`src/rtl/sysref_align_pkg.sv`:
```
// sysref_align_pkg: shared types and default parameter values for the
// SYSREF alignment block.
//   - arm_state_e : arm/sync strobe FSM encoding
//   - *_DEF       : default widths and lock threshold
package sysref_align_pkg;

    localparam int unsigned CNT_W_DEF      = 16;
    localparam int unsigned LOCK_COUNT_DEF = 4;
    localparam int unsigned ERR_W_DEF      = 8;

    typedef enum logic [1:0] {
        IDLE  = 2'd0,
        ARMED = 2'd1,
        FIRE  = 2'd2,
        DONE  = 2'd3
    } arm_state_e;

endpackage

```
`src/rtl/sysref_period_meter.sv`:
```
// sysref_period_meter: SYSREF edge detect, phase/period measurement,
// period-match lock tracking and no-edge timeout detection.
// Ports:
//   clk_i, rst_i       PL clock, synchronous active-high reset
//   sysref_i           SYSREF level, already synchronous to clk_i
//   edge_o             combinational rising-edge indication
//   mismatch_o         pulse: measured period differs from the previous one
//   timeout_o          pulse: phase counter just reached saturation
//   locked_o           LOCK_COUNT consecutive matching periods seen
//   period_valid_o     period_o holds a measurement
//   period_o           last measured period in cycles
//   phase_o            cycles since last edge, saturating
module sysref_period_meter
    import sysref_align_pkg::*;
#(
    parameter int unsigned CNT_W      = CNT_W_DEF,
    parameter int unsigned LOCK_COUNT = LOCK_COUNT_DEF
) (
    input  logic             clk_i,
    input  logic             rst_i,
    input  logic             sysref_i,
    output logic             edge_o,
    output logic             mismatch_o,
    output logic             timeout_o,
    output logic             locked_o,
    output logic             period_valid_o,
    output logic [CNT_W-1:0] period_o,
    output logic [CNT_W-1:0] phase_o
);

    localparam logic [CNT_W-1:0] PH_MAX = '1;
    localparam logic [CNT_W-1:0] PH_ONE = {{(CNT_W-1){1'b0}}, 1'b1};
    localparam logic [3:0]       LOCK_N = 4'(LOCK_COUNT);

    logic             s_q;
    logic [CNT_W-1:0] phase_q, phase_d;
    logic [CNT_W-1:0] period_q, period_d;
    logic             seen_q, seen_d;
    logic             valid_q, valid_d;
    logic             locked_q, locked_d;
    logic [3:0]       match_q, match_d;
    logic             edge_w, tout_w, mis_w;
    logic [CNT_W-1:0] meas_w;

    always_comb begin
        edge_w  = sysref_i & ~s_q;
        meas_w  = phase_q + PH_ONE;
        // Fires once, on the increment that lands on saturation; an edge in
        // the same cycle takes precedence.
        tout_w  = ~edge_w & (phase_q == (PH_MAX - PH_ONE));
        mis_w   = edge_w & valid_q & (meas_w != period_q);

        phase_d  = phase_q;
        period_d = period_q;
        seen_d   = seen_q;
        valid_d  = valid_q;
        match_d  = match_q;

        if (edge_w) begin
            phase_d = '0;
        end else if (phase_q != PH_MAX) begin
            phase_d = phase_q + PH_ONE;
        end

        if (edge_w) begin
            seen_d = 1'b1;
            if (seen_q) begin
                period_d = meas_w;
                valid_d  = 1'b1;
            end
            if (valid_q) begin
                if (mis_w) begin
                    match_d = '0;
                end else if (match_q != LOCK_N) begin
                    match_d = match_q + 4'd1;
                end
            end
        end else if (tout_w) begin
            seen_d  = 1'b0;
            valid_d = 1'b0;
            match_d = '0;
        end

        locked_d = (match_d == LOCK_N);
    end

    always_ff @(posedge clk_i) begin
        if (rst_i) begin
            s_q      <= 1'b0;
            phase_q  <= '0;
            period_q <= '0;
            seen_q   <= 1'b0;
            valid_q  <= 1'b0;
            match_q  <= '0;
            locked_q <= 1'b0;
        end else begin
            s_q      <= sysref_i;
            phase_q  <= phase_d;
            period_q <= period_d;
            seen_q   <= seen_d;
            valid_q  <= valid_d;
            match_q  <= match_d;
            locked_q <= locked_d;
        end
    end

    assign edge_o         = edge_w;
    assign mismatch_o     = mis_w;
    assign timeout_o      = tout_w;
    assign locked_o       = locked_q;
    assign period_valid_o = valid_q;
    assign period_o       = period_q;
    assign phase_o        = phase_q;

endmodule

```
`src/rtl/sysref_align.sv`:
```
// sysref_align: measures the SYSREF period, declares lock, and on an arm
// request emits one MTS sync strobe in the cycle after the next SYSREF edge.
// Ports:
//   clk, rst        PL clock, synchronous active-high reset
//   sysref          SYSREF level, synchronous to clk
//   arm             level; each 0->1 transition requests one strobe
//   clr_err         pulse; clears err_cnt, timeout, arm_err
//   locked          period stable
//   period          last measured period; period_valid qualifies it
//   phase           cycles since last edge
//   sync_pulse      one-cycle MTS strobe
//   sync_done       strobe issued for the current arm
//   err_cnt         saturating period-mismatch count
//   timeout         sticky no-edge timeout
//   arm_err         sticky: armed while unlocked, or lock lost while armed
module sysref_align
    import sysref_align_pkg::*;
#(
    parameter int unsigned CNT_W      = CNT_W_DEF,
    parameter int unsigned LOCK_COUNT = LOCK_COUNT_DEF,
    parameter int unsigned ERR_W      = ERR_W_DEF
) (
    input  logic             clk,
    input  logic             rst,
    input  logic             sysref,
    input  logic             arm,
    input  logic             clr_err,
    output logic             locked,
    output logic [CNT_W-1:0] period,
    output logic             period_valid,
    output logic [CNT_W-1:0] phase,
    output logic             sync_pulse,
    output logic             sync_done,
    output logic [ERR_W-1:0] err_cnt,
    output logic             timeout,
    output logic             arm_err
);

    localparam logic [ERR_W-1:0] ERR_ONE = {{(ERR_W-1){1'b0}}, 1'b1};

    logic             edge_w, mis_w, tout_w;
    logic             arm_q, arm_rise;
    logic             arm_err_set;
    arm_state_e       state_q, state_d;
    logic [ERR_W-1:0] err_q, err_d;
    logic             tout_q, tout_d;
    logic             aerr_q, aerr_d;

    sysref_period_meter #(
        .CNT_W      (CNT_W),
        .LOCK_COUNT (LOCK_COUNT)
    ) u_meter (
        .clk_i          (clk),
        .rst_i          (rst),
        .sysref_i       (sysref),
        .edge_o         (edge_w),
        .mismatch_o     (mis_w),
        .timeout_o      (tout_w),
        .locked_o       (locked),
        .period_valid_o (period_valid),
        .period_o       (period),
        .phase_o        (phase)
    );

    // arm history keeps tracking through reset so an arm level held across
    // reset release is not mistaken for a fresh request.
    always_ff @(posedge clk) begin
        arm_q <= arm;
    end

    assign arm_rise = arm & ~arm_q;

    always_ff @(posedge clk) begin
        if (rst) begin
            state_q <= IDLE;
        end else begin
            state_q <= state_d;
        end
    end

    always_comb begin
        state_d     = state_q;
        arm_err_set = 1'b0;
        unique case (state_q)
            IDLE: begin
                if (arm_rise) begin
                    if (locked) state_d = ARMED;
                    else        arm_err_set = 1'b1;
                end
            end
            ARMED: begin
                if (!locked) begin
                    arm_err_set = 1'b1;
                    state_d     = IDLE;
                end else if (edge_w) begin
                    state_d = FIRE;
                end
            end
            FIRE: state_d = DONE;
            DONE: if (!arm) state_d = IDLE;
            default: state_d = IDLE;
        endcase
    end

    always_comb begin
        sync_pulse = (state_q == FIRE);
        sync_done  = (state_q == DONE);
    end

    // Sticky flags: a new set event outranks a simultaneous clear.
    always_comb begin
        err_d = err_q;
        if (mis_w) begin
            if (clr_err)           err_d = ERR_ONE;
            else if (err_q != '1)  err_d = err_q + ERR_ONE;
        end else if (clr_err) begin
            err_d = '0;
        end

        tout_d = tout_q;
        if (tout_w)       tout_d = 1'b1;
        else if (clr_err) tout_d = 1'b0;

        aerr_d = aerr_q;
        if (arm_err_set)  aerr_d = 1'b1;
        else if (clr_err) aerr_d = 1'b0;
    end

    always_ff @(posedge clk) begin
        if (rst) begin
            err_q  <= '0;
            tout_q <= 1'b0;
            aerr_q <= 1'b0;
        end else begin
            err_q  <= err_d;
            tout_q <= tout_d;
            aerr_q <= aerr_d;
        end
    end

    assign err_cnt = err_q;
    assign timeout = tout_q;
    assign arm_err = aerr_q;

endmodule

```
`config.mk`:
```
export PLATFORM = sky130hd
export DESIGN_NAME = sysref_align
export DESIGN_NICKNAME = d
export VERILOG_FILES = /design/src/rtl/sysref_align_pkg.sv /design/src/rtl/sysref_period_meter.sv /design/src/rtl/sysref_align.sv
export SDC_FILE = /design/constraint.sdc
export NUM_CORES = 1
export LEC_CHECK = 0
export ABC_AREA = 1
export CAP_MARGIN = 20
export CELL_PAD_IN_SITES_DETAIL_PLACEMENT = 0
export CELL_PAD_IN_SITES_GLOBAL_PLACEMENT = 1
export CORE_ASPECT_RATIO = 0.75
export CORE_MARGIN = 8
export CORE_UTILIZATION = 37
export DETAILED_ROUTE_END_ITERATION = 10
export GPL_ROUTABILITY_DRIVEN = 0
export PLACE_DENSITY_LB_ADDON = 0.1
export SLEW_MARGIN = 20
export SYNTH_ARGS = -nofsm -noshare
export SYNTH_HDL_FRONTEND = slang
export SYNTH_SLANG_ARGS = --single-unit
```
`constraint.sdc`:
```
create_clock -name clk -period 2.61 [get_ports clk]
set_input_delay 0.3915 -clock clk [delete_from_list [all_inputs] [get_ports clk]]
set_output_delay 0.3915 -clock clk [all_outputs]
set_load 0.02 [all_outputs]
```
==> out/metrics.cfg <==
[layout]
drive_above_1_share_pct=5.60
final_nets=509
diodes=0
layoutNonFillerInstCount=605
nFillCells=805
area_growth_pct=26.0

[synth]
synth-compound-area-share_pct=13.1
yosys_warnings=0
synth_cells=441
synthSimpleGateAreaFrac_pct=33.3
post_synth.cell_area_avg_sq_um=6.56
synth_area_leaders=dfxtp_1, nand2_1, inv_1, nand3_1, a21oi_1
synthesis.nets=451
synth_fa_ha_area_share_pct=2.16
synth_seq_area_share_pct=36.7
synth.area.mux_share_pct=0
netlist_area_sq_mm=0.00289
synth.distinct_cells=34
synth_top_area_cell=dfxtp_1
synth-xor-area-share_pct=3.59
synth_top_family_by_area=simple AND/OR/NAND/NOR gates
ys_ff_latch=53
ys_async_sr_fraction_pct=0
synth_common_cells=nand2_1, inv_1, dfxtp_1
yosysMostFrequentCell=nand2_1
synth_flop_cell=dfxtp_1
synth_edf_count=0
synth_top_area_share_pct=36.7

[clocking]
cts_buffer_depth=2
holdBufCountCts=0
cts_made_buffers=5
cts.clk_slew.worst_paths_ps=110
clockRootBuffer=clkbuf_8
worstSkewPairLatency_ps=310
cts_tree=built
cts.htree.levels=2
cts_resized=0
cts.sinks=53
cts_setup_buffers=0

[pwr]
comb_power_share_pct=12.5
swShare_pct=27.4
clkPwrFrac_pct=31.6
p_seq_share_pct=55.9
cellPowerDensity_mw_per_mm2=416
peakVddDrop_uv=203
power_mw=1.52
p_sw_uw=416
intPower_mw=1.10
p_leak_nw=1.59

[setup_path]
path_delay_family=simple AND/OR/NAND/NOR gates
cp_common_cell=nand2_1
reg2reg_from=u_meter.phase_o[0]
end_kind=flip-flop
cp.arrival_ps=2500
max_stage_delay_ps=380
r2r_slack_ps=310
crit_required_ps=2820
crit_fanout=6
crit_buf_inv=0
crit_type=reg2reg
crit_path_start_kind=flip-flop
crit_chain=ha_1 -> nand3_1 -> nor2_1 -> nand2_1 -> nand2_1 -> nand2_1 -> nand2_1 -> nand4_1 -> nor2_1 -> nand2_2 -> nand2_2 -> nand2_1 -> nand2_1 -> nor2_1 -> nand3_1 -> nor2_1
cp_slowest_cell=dfxtp_1
worstSetupStartpoint=u_meter.phase_o[0]

[global_route]
grt_usage_pct=14.7
grt_pass1_wl_mm=13.2
antenna_found_initial=0
first_global_vias=2581
grt_max_degree=23
grt_overflow_total=0

[placed_design]
dp.cells=597
portBuffers=50
place_ws_ps=324
place_hpwl_mm=6.22

[sta]
slew_headroom_pct=55.4
timing.final.crit_share_pct=88.0
layout_min_cycle_time_ps=2300
clock_skew_ps=14.2
slew_viol_final=0
setup_tns_ps=0
worst_slew_pin_slew_ps=668
setup_viol=0
rsz0062_at_grt=no
max_freq_ghz=0.435
setup_ws_ps=312
timing.hold.ws_ps=461
final_hold_viol_count=0

[floorplan]
start_util_pct=37.4
ios=51
die_width_um=118
rows=28
die_h_um=92.6
core_sq_mm=0.00774
die-area_sq_mm=0.0109

[detailed_routing]
vias_per_cell=4.68
drt-total-wl_mm=7.98
wl_per_cell_um=13.2
routed-via-count=2833
drt_iter0_drc=177
drt_pass1_iterations=4
drc_errors=0
drtAntennaViolNets=0

[run]
maxCapViolCount=0

[hold_path]
hold_path_class=reg2reg
holdCritStartpoint=u_meter.seen_q

[outcome]
status=finished clean

==> cell type report <==
cell class	count	area, sq um	share of cell area, %
Tap cell	105	131	3.60
Clock buffer	5	68.8	1.89
Multi-Input combinational cell	304	1510	41.4
Sequential cell	53	1060	29.1
Clock inverter	3	21.3	0.584
Inverter	76	285	7.83
Timing Repair Buffer	59	568	15.6
==> per-stage QoR <==
| step | area, sq um | utilization (%) |
|---|---|---|
| floorplan | 2890 | - |
| global placement | 3550 | 45.9 |
| detailed placement | 3550 | 45.9 |
| CTS | 3640 | 47.1 |
| global route | 3640 | 47.1 |
| finish | 3640 | 47.1 |
==> power groups by stage <==
stage | Sequential, mW | Combinational [mW] | Clock [mW]
after floorplan | 0.887 | 0.0889 | 0
after global placement | 0.866 | 0.191 | 0
after detailed placement | 0.867 | 0.191 | 0
after CTS | 0.848 | 0.192 | 0.505
after global routing | 0.852 | 0.211 | 0.541
final | 0.848 | 0.190 | 0.479
==> worst paths after layout <==
check / depth (start not counted) / to
worst max-delay path: 16 / u_meter.locked_o
worst max register to register: 16 / u_meter.locked_o
worst min register to register: 2 / u_meter.seen_q
worst min-delay path: 2 / u_meter.seen_q
==> logic make-up after synthesis <==
logic type      after synthesis
xor+xnor                     10
simple gates                217
flops                        53
compound gates               72
fa+ha+maj                     5
buf+inv                      84
==> state kept, by name, indices dropped and copies added, names as in the netlist, named ones only <==
| name | flops |
|---|---|
| u_meter.period_o | 16 |
| u_meter.phase_o | 16 |
| err_cnt | 8 |
| u_meter.match_q | 4 |
| arm_err | 1 |
| arm_q | 1 |
| state_q | 1 |
| timeout | 1 |
| u_meter.locked_o | 1 |
| u_meter.period_valid_o | 1 |
| u_meter.s_q | 1 |
| u_meter.seen_q | 1 |
==> per-layer routing <==
layer	share of wire [%]	vias up	track usage, %
li1	-	1523	-
met1	54	1242	21.2
met2	39	61	21.3
met3	5.6	7	3.59
met4	0.99	0	3.72
met5	0	-	0
==> cell usage in the layout (no fill, tap or decap), types with 4 or more instances in the layout <==
master and instances:
clkdlybuf4s50_1 50, dfxtp_1 53, xnor2_1 4, ha_1 5
nand3_1 41, a31oi_1 4, clkbuf_8 5, inv_1 74
nand2_1 115, xor2_1 5, buf_4 9, nand4_1 7
nor2_1 37, a21oi_1 33, o21ai_0 28
==> worst reg2reg max path: cells and delay by family (launching register included) <==
kind          cells  cell delay (ps)
fa+ha+maj         1              250
flops             1              380
simple gates     15             1580
(Power assumes the default switching activity.)
